--- src/rtl/uart_rx_pkt_buf_if.sv ---
// Byte-stream handshake bundle shared by the UART-side input and the
// downstream output of the packet buffer.
interface uart_rx_pkt_buf_if;
   logic       tvalid;
   logic       tready;
   logic [7:0] tdata;
   logic       tlast;
   logic       terr;

   modport master (output tvalid, tdata, tlast, terr, input tready);
   modport slave  (input tvalid, tdata, tlast, terr, output tready);
endinterface

--- src/rtl/uart_rx_pkt_buf.sv ---
// Packet store-and-forward buffer behind the UART receiver. Bytes are written
// speculatively and only become visible to the reader once the packet's last
// byte commits; overflowed or errored packets are rewound and counted.
module uart_rx_pkt_buf #(
   parameter  int unsigned DEPTH  = 64,
   parameter  int unsigned DROP_W = 16,
   localparam int unsigned AW     = $clog2(DEPTH)
) (
   input  logic              clk,
   input  logic              rst,
   uart_rx_pkt_buf_if.slave  s,
   uart_rx_pkt_buf_if.master m,
   output logic [AW:0]       pkt_cnt,
   output logic [AW:0]       level,
   output logic [DROP_W-1:0] drop_cnt,
   output logic              overflow
);

   typedef enum logic {RECV, DISCARD} state_t;

   localparam logic [AW:0] DEPTH_P = (AW+1)'(DEPTH);

   logic [8:0]        mem [DEPTH];
   state_t            state_q, state_d;
   logic [AW:0]       wr_q, wr_d;
   logic [AW:0]       cmt_q, cmt_d;
   logic [AW:0]       rd_q, rd_d;
   logic [AW:0]       pkt_q, pkt_d;
   logic [DROP_W-1:0] drop_q, drop_d;
   logic              ovf_q, ovf_d;
   logic              full, wr_en, drop, commit, rd_fire, rd_last;

   // The receiver has no flow control, so every byte is always accepted.
   assign s.tready = 1'b1;

   // Read side: only committed bytes are exposed; data comes straight from memory.
   assign m.tvalid            = (rd_q != cmt_q);
   assign {m.tlast, m.tdata}  = mem[rd_q[AW-1:0]];
   assign m.terr              = 1'b0;

   assign pkt_cnt  = pkt_q;
   assign level    = wr_q - rd_q;
   assign drop_cnt = drop_q;
   assign overflow = ovf_q;

   // Next-state decode for the write FSM, pointers and counters.
   always_comb begin
      full    = ((wr_q - rd_q) == DEPTH_P);
      rd_fire = m.tvalid && m.tready;
      rd_last = rd_fire && m.tlast;
      wr_en   = 1'b0;
      drop    = 1'b0;
      commit  = 1'b0;
      state_d = state_q;

      if (s.tvalid) begin
         case (state_q)
            RECV: begin
               if (full || s.terr) begin
                  if (s.tlast) drop = 1'b1;
                  else         state_d = DISCARD;
               end else begin
                  wr_en  = 1'b1;
                  commit = s.tlast;
               end
            end
            DISCARD: begin
               if (s.tlast) begin
                  drop    = 1'b1;
                  state_d = RECV;
               end
            end
            default: state_d = RECV;
         endcase
      end

      // A drop rewinds the speculative pointer to the last committed boundary.
      wr_d  = drop ? cmt_q : (wr_en ? wr_q + 1'b1 : wr_q);
      cmt_d = commit ? wr_q + 1'b1 : cmt_q;
      rd_d  = rd_fire ? rd_q + 1'b1 : rd_q;

      // Commit and last-byte read in the same cycle cancel out.
      case ({commit, rd_last})
         2'b10:   pkt_d = pkt_q + 1'b1;
         2'b01:   pkt_d = pkt_q - 1'b1;
         default: pkt_d = pkt_q;
      endcase

      drop_d = (drop && (drop_q != '1)) ? drop_q + 1'b1 : drop_q;
      ovf_d  = drop;
   end

   // State, pointer and counter registers with asynchronous active-low reset.
   always_ff @(posedge clk or negedge rst) begin
      if (!rst) begin
         state_q <= RECV;
         wr_q    <= '0;
         cmt_q   <= '0;
         rd_q    <= '0;
         pkt_q   <= '0;
         drop_q  <= '0;
         ovf_q   <= 1'b0;
      end else begin
         state_q <= state_d;
         wr_q    <= wr_d;
         cmt_q   <= cmt_d;
         rd_q    <= rd_d;
         pkt_q   <= pkt_d;
         drop_q  <= drop_d;
         ovf_q   <= ovf_d;
      end
   end

   // Packet storage {last, data}; contents are irrelevant after reset.
   always_ff @(posedge clk) begin
      if (wr_en) mem[wr_q[AW-1:0]] <= {s.tlast, s.tdata};
   end

endmodule

--- src/flat_wrapper.sv ---
// flat-port wrapper written by rule: the top's interface ports become plain ports
module uart_rx_pkt_buf_flat 
#(
   parameter  int unsigned DEPTH  = 64,
   parameter  int unsigned DROP_W = 16,
   localparam int unsigned AW     = $clog2(DEPTH)
)
  (clk, rst, pkt_cnt, level, drop_cnt, overflow, s_tvalid, s_tdata, s_tlast, s_terr, s_tready, m_tvalid, m_tdata, m_tlast, m_terr, m_tready);
  uart_rx_pkt_buf_if s_i ();
  uart_rx_pkt_buf_if m_i ();
  input  logic clk;
  input  logic rst;
  output logic [AW:0] pkt_cnt;
  output logic [AW:0] level;
  output logic [DROP_W-1:0] drop_cnt;
  output logic overflow;
  input wire logic [$bits(s_i.tvalid)-1:0] s_tvalid;
  input wire logic [$bits(s_i.tdata)-1:0] s_tdata;
  input wire logic [$bits(s_i.tlast)-1:0] s_tlast;
  input wire logic [$bits(s_i.terr)-1:0] s_terr;
  output wire logic [$bits(s_i.tready)-1:0] s_tready;
  output wire logic [$bits(m_i.tvalid)-1:0] m_tvalid;
  output wire logic [$bits(m_i.tdata)-1:0] m_tdata;
  output wire logic [$bits(m_i.tlast)-1:0] m_tlast;
  output wire logic [$bits(m_i.terr)-1:0] m_terr;
  input wire logic [$bits(m_i.tready)-1:0] m_tready;
  assign s_i.tvalid = s_tvalid;
  assign s_i.tdata = s_tdata;
  assign s_i.tlast = s_tlast;
  assign s_i.terr = s_terr;
  assign s_tready = s_i.tready;
  assign m_tvalid = m_i.tvalid;
  assign m_tdata = m_i.tdata;
  assign m_tlast = m_i.tlast;
  assign m_terr = m_i.terr;
  assign m_i.tready = m_tready;
  uart_rx_pkt_buf #(.DEPTH(DEPTH), .DROP_W(DROP_W)) u_core (.clk(clk), .rst(rst), .s(s_i), .m(m_i), .pkt_cnt(pkt_cnt), .level(level), .drop_cnt(drop_cnt), .overflow(overflow));
endmodule
--- config.mk ---
export PLATFORM = sky130hd
export DESIGN_NAME = uart_rx_pkt_buf_flat
export DESIGN_NICKNAME = d
export VERILOG_FILES = /design/src/rtl/uart_rx_pkt_buf_if.sv /design/src/rtl/uart_rx_pkt_buf.sv /design/src/flat_wrapper.sv
export SDC_FILE = /design/constraint.sdc
export NUM_CORES = 1
export LEC_CHECK = 0
export CAP_MARGIN = 20
export CORE_MARGIN = 5
export CORE_UTILIZATION = 45
export DETAILED_ROUTE_END_ITERATION = 12
export DONT_BUFFER_PORTS = 1
export GPL_ROUTABILITY_DRIVEN = 0
export GPL_TIMING_DRIVEN = 0
export PLACE_DENSITY = 0.65
export SLEW_MARGIN = 0
export SYNTH_ARGS = -nofsm -noshare
export SYNTH_HDL_FRONTEND = slang
export SYNTH_SLANG_ARGS = --single-unit
--- constraint.sdc ---
create_clock -name clk -period 8.02 [get_ports clk]
set_clock_uncertainty 0.1 [all_clocks]
set_input_delay 2.406 -clock clk [delete_from_list [all_inputs] [get_ports clk]]
set_output_delay 2.406 -clock clk [all_outputs]
set_load 0.03 [all_outputs]
==> flow_summary.json <==
{
  "grt_max_degree": 72,
  "cts_buffer_depth": 3,
  "final-setup-viol-count": 0,
  "cts_resized": 0,
  "ios": 57,
  "fp.dieW_um": 246.1,
  "final_nets": 1318,
  "fp.coreArea_um2": 55200,
  "mostFrequentLayoutCells": "576 x edfxtp_1, 189 x mux4_2, 87 x nor2_1",
  "hpwl_mm": 36.65,
  "final_common_cell": "edfxtp_1",
  "ant_nets": 0,
  "start_util_pct": 45.43,
  "grt_util_all_layers_pct": 19.54,
  "synthFlopType": "edfxtp_1",
  "dr.first_iter.drc_count": 1577,
  "h-tree-depth": 3,
  "fin_setup_tns_ns": 0,
  "ys_types": 60,
  "cp_num_buf_inv": 3,
  "required_ns": 5.51,
  "yosysSeqAreaShare_pct": 73.57,
  "netSwitchingPower_mw": 3.456,
  "worst_slew_pin_slew_ns": 1.133,
  "avgRoutedWirePerCell_um": 28.06,
  "status": "finished clean",
  "rsz0062_at_grt": "false",
  "cp_slowest_cell": "clkbuf_1",
  "die_h_um": 246.1,
  "numPortBuffers": 0,
  "synth-seq-cells": 622,
  "fill_cells": 4333,
  "critPathMaxFanout": 10,
  "powerDensity_nw_per_um2": 362.6,
  "viasPerCell": 5.973,
  "leakage_nw": 8.887,
  "intPower_mw": 6.713,
  "die_area_um2": 60540,
  "cts_sinks": 622,
  "fin_ws_ns": 1.031,
  "drt_pre_antenna_iters": 6,
  "clk_pin_slew_ns": 0.06,
  "pwr-share-clk_pct": 28.1,
  "placed_area_um2": 26010,
  "finalHoldViolCount": 0,
  "cts_root_buffer": "clkbuf_16",
  "cp-start-kind": "flip-flop",
  "grt_pass1_vias": 12660,
  "drc_errors": 0,
  "fin_total_pwr_mw": 10.17,
  "antenna_found_initial": 0,
  "wirelength_mm": 58.31,
  "synth_edf_count": 576,
  "critPathKind": "flip-flop to output pin",
  "max_slew_margin_pct": 24.20,
  "worstSkewPairLatency_ns": 0.59,
  "rrSetupSlack_ns": 1.34,
  "drive_gt1_share_pct": 23.85,
  "crit_chain": "clkbuf_1, clkbuf_1, clkbuf_1, mux4_2, mux4_2, mux4_2",
  "avgSynthCellArea_um2": 20.66,
  "async_flop_share_pct": 7.395,
  "slew_viol_final": 0,
  "period_needed_ns": 6.989,
  "final_area_um2": 28050,
  "synth_area_um2": 25080,
  "comb_power_share_pct": 34.1,
  "num_vias": 12410,
  "place_ws_ns": 1.353,
  "hp-class": "flip-flop to flip-flop",
  "arrival_ns": 4.48,
  "ir_drop_v": 0.0001629,
  "max_freq_ghz": 0.1431,
  "syn-instance-count": 1214,
  "crit_family": "buffers and inverters",
  "pwr-share-seq_pct": 37.8,
  "grt_pass1_wl_mm": 86.24,
  "min_period_over_period_pct": 87.15,
  "end_kind": "output pin",
  "maxCapViolCount": 0,
  "rows": 86,
  "tritoncts": "built",
  "grt_overflow": 0,
  "syn_nets": 1245,
  "cts_setup_buffers": 0,
  "cpPeakStageDelay_ns": 0.79,
  "switching_share_pct": 33.99,
  "hold_buffers": 0,
  "area_growth_pct": 11.86,
  "yosys_warnings": 0,
  "cts_made_buffers": 66
}
[power groups by stage]
stage / Sequential, mW / Clock [mW] / Combinational, mW
finish: 3.84 / 2.86 / 3.47
floorplan: 3.86 / 0 / 2.46
CTS: 3.84 / 2.91 / 3.48
global placement: 3.90 / 0 / 3.43
global route: 3.85 / 3.06 / 3.67
detailed placement: 3.91 / 0 / 3.48
[flip-flops by register name, summed over array words and instances (netlist names)]
signal,count
u_core.state_q,1
u_core.overflow,1
u_core.wr_q,7
u_core.rd_q,7
u_core.drop_cnt,16
u_core.mem,576
u_core.pkt_cnt,7
u_core.cmt_q,7
[Yosys cell counts (15+ instances only)]
master	instances	area [µm²]
buf_2	20	100.1
nand3_1	22	110.1
nand2_1	35	131.4
clkbuf_1	27	101.4
xnor2_1	30	262.8
nand4_1	16	100.1
dfrtp_1	46	1151
nor2_1	87	326.6
ha_1	15	187.7
o21ai_0	19	95.09
inv_1	21	78.83
mux4_2	189	4257
edfxtp_1	576	17300
[kinds of logic (layout without fill, tap and decap cells)]
kind of cell | after synthesis | in the layout | share of synthesized area, %
compound gates | 59 | 59 | 1.677
flops | 622 | 622 | 73.57
mux | 196 | 196 | 17.27
other cells | 2 | 3 | 0.02995
fa+ha+maj | 17 | 17 | 0.9081
buf+inv | 81 | 196 | 1.372
xor+xnor | 42 | 42 | 1.467
simple gates | 195 | 195 | 3.707
[worst reg2reg max path, delay by kind of cell (launching register included)]
family,cells,cell delay [ns]
compound gates,6,1.20
xor+xnor,1,0.13
fa+ha+maj,3,1.04
buf+inv,6,2.19
flops,1,0.40
simple gates,5,1.50
[layout make-up]
cell class	count	area (µm²)	share of cell area (%)
tap	748	935.9	3.337
antenna	1	2.502	0.008921
clock buffer	82	1722	6.138
sequential	622	18450	65.77
buffer	59	261.5	0.9323
clock inverter	28	250.2	0.8921
multi-input combinational	511	6284	22.40
timing repair buffer	5	63.81	0.2275
inverter	22	82.58	0.2944
[worst paths after layout]
path / startpoint / cells after the start / end
min reg2reg: u_core.cmt_q[2] / 2 / u_core.cmt_q[2]
max reg2reg: u_core.rd_q[1] / 21 / u_core.pkt_cnt[6]
max: u_core.rd_q[1] / 6 / m_tdata[2]
min: u_core.cmt_q[2] / 2 / u_core.cmt_q[2]
max in group asynchronous: rst / 0 / u_core.pkt_cnt[2]
min in group asynchronous: rst / 0 / u_core.wr_q[3]
[layer usage]
metal / part of all wire, % / track usage [%]
met5: 0 / 0
met4: 2.9 / 6.351
met1: 42 / 28.27
met2: 47 / 30.34
met3: 8.0 / 3.884
[stage by stage]
step | cells | utilization (%) | hold WS, ns
finish | 2078 | 50.81 | 0.4351
global route | 2077 | 50.81 | 0.4578
CTS | 2072 | 50.69 | 0.4300
detailed placement | 1962 | 47.12 | 0.4173
global placement | 1962 | 47.12 | 0.4160
floorplan | 1214 | - | 0.3831
No activity file was read; power rests on OpenSTA's default activity.
==> RTL change: new RTL, config.mk and constraints unchanged <==
Register the output `pkt_cnt` once more, with the module's reset; this adds one clock of latency there. The other outputs are not delayed to match.
--- a/src/rtl/uart_rx_pkt_buf.sv
+++ b/src/rtl/uart_rx_pkt_buf.sv
@@ -38,7 +38,13 @@
    assign {m.tlast, m.tdata}  = mem[rd_q[AW-1:0]];
    assign m.terr              = 1'b0;
 
-   assign pkt_cnt  = pkt_q;
+   always_ff @(posedge clk or negedge rst) begin
+      if (!rst) begin
+         pkt_cnt <= '0;
+      end else begin
+         pkt_cnt <= pkt_q;
+      end
+   end
    assign level    = wr_q - rd_q;
    assign drop_cnt = drop_q;
    assign overflow = ovf_q;
Check against the original RTL: not equivalent (a bounded check fails within 4 cycles, from zero or initial values and one cycle with rst low).
==> RTL change against the unedited design <==
Synthesized cell count shrank 2.1%; setup slack gained 0.35 ns; core utilization grew 0.22 points; final area grew 0.24%; global-route usage shrank 1.2 points; sequential cell count grew 7; first-iteration DRC count shrank 29%; area after synthesis is essentially flat; power shrank 2.0%; die area is essentially flat; fmax grew 5.2%; wire length shrank 6.1%; critical path type unchanged; largest cell class unchanged.
==> RTL change: results (changes against the unedited design) <==
Worst setup path
The family with the most delay on the worst path is multiplexers (was buffers and inverters).

GRT
The global-route track usage on met3 was 0.0583 (was 0.0388). The largest net degree at the start of global routing is 68 (was 72). The total global routing track utilization is 0.184 (was 0.195).

The global-route met1 utilization is 0.259 (was 0.283). The number of global-route vias before repair was 12100 (was 12700).

Clocking
The count of clock tree sinks was 629 (was 622).

Logic synthesis
Top cells by area, synth: edfxtp_1 69%, mux4_2 17%, dfrtp_1 5.3%, nor2_1 1.2%, xnor2_1 1.0% (was edfxtp_1 69%, mux4_2 17%, dfrtp_1 4.6%, nor2_1 1.3%, xnor2_1 1.0%). The post-synthesis xor/xnor area fraction is 0.0147 (about the same). Leading cell types by count after synthesis: 576 x edfxtp_1, 189 x mux4_2, 81 x nor2_1 (was 576 x edfxtp_1, 189 x mux4_2, 87 x nor2_1). The fraction of registers with async set/reset is 0.0843 (was 0.0740). The count of different cell masters after synthesis is 58 (was 60). The complex-gate fraction of the synthesized area came to 0.0154 (was 0.0168). The mux share of post-synthesis cell area came to 0.173 (about the same). The area of the mapped netlist came to 25100 um^2 (about the same).

Drt
The total wire length after detailed routing was 54800 um (was 58300 um). The via count normalized by instance count is 5.81 (was 5.97). The wire length on met3 is 5570 um (was 4680 um). The wire length on met2 is 24900 um (was 27600 um).

Cells and area
The number of non-clock buffers came to 61 (was 64). The antenna diode count is 0 (was 1). The share of cells above drive strength 1 was 0.239 (about the same). The total non-filler cell area in the finished layout is 28100 um^2 (was 28000 um^2). The non-clock buffer share of cell area is 0.00979 (was 0.0116).

The number of nets in the layout is 1289 (was 1318). The count of multi-input gates was 482 (was 511). The count of inverters not on the clock network in the layout is 18 (was 22). The portion of the layout cell area used by clock cells came to 0.0749 (was 0.0703). The sequential cell area share is 0.662 (was 0.658).

Outcome
Run status: complete, no violations (unchanged).

Power and ir drop
The maximum VDD drop is 0.259 mV (was 0.163 mV).

STA
The worst slew margin relative to its limit is 0.238 (was 0.242).

Place
The cell area after placement is 26000 um^2 (about the same). The detailed placer's ending HPWL is 35200 um (was 36600 um). The placed cell count is 1937 (was 1962).
==> RTL change: cell types whose count changed in the layout (fill, tap and decap cells not counted), moves of 6 or more <==
cell | before | now
nand3_1 | 22 | 10
dfrtp_1 | 46 | 53
nor2_1 | 87 | 81
nand2_1 | 35 | 28
==> RTL change: worst paths after layout <==
kind	endpoint	slack, ns	startpoint	depth (start not counted)
setup / recovery	m_tdata[2]	1.38	u_core.rd_q[0]	6
hold / removal	u_core.pkt_cnt[6]	0.30	u_core.pkt_q[6]	0
setup reg to reg	u_core.pkt_q[6]	1.83	u_core.rd_q[1]	20
hold reg to reg	u_core.pkt_cnt[6]	0.30	u_core.pkt_q[6]	0
max in group asynchronous	u_core.pkt_cnt[4]	6.27	rst	0
min in group asynchronous	u_core.rd_q[5]	1.40	rst	0
==> RTL change: where the power goes <==
part	switching (mW)	total [mW]	leakage, nW	internal [mW]
registers	0.180	3.87	5.85	3.69
clock network	1.22	2.98	1.04	1.77
logic	1.78	3.11	2.07	1.33
total	3.18	9.96	8.96	6.79
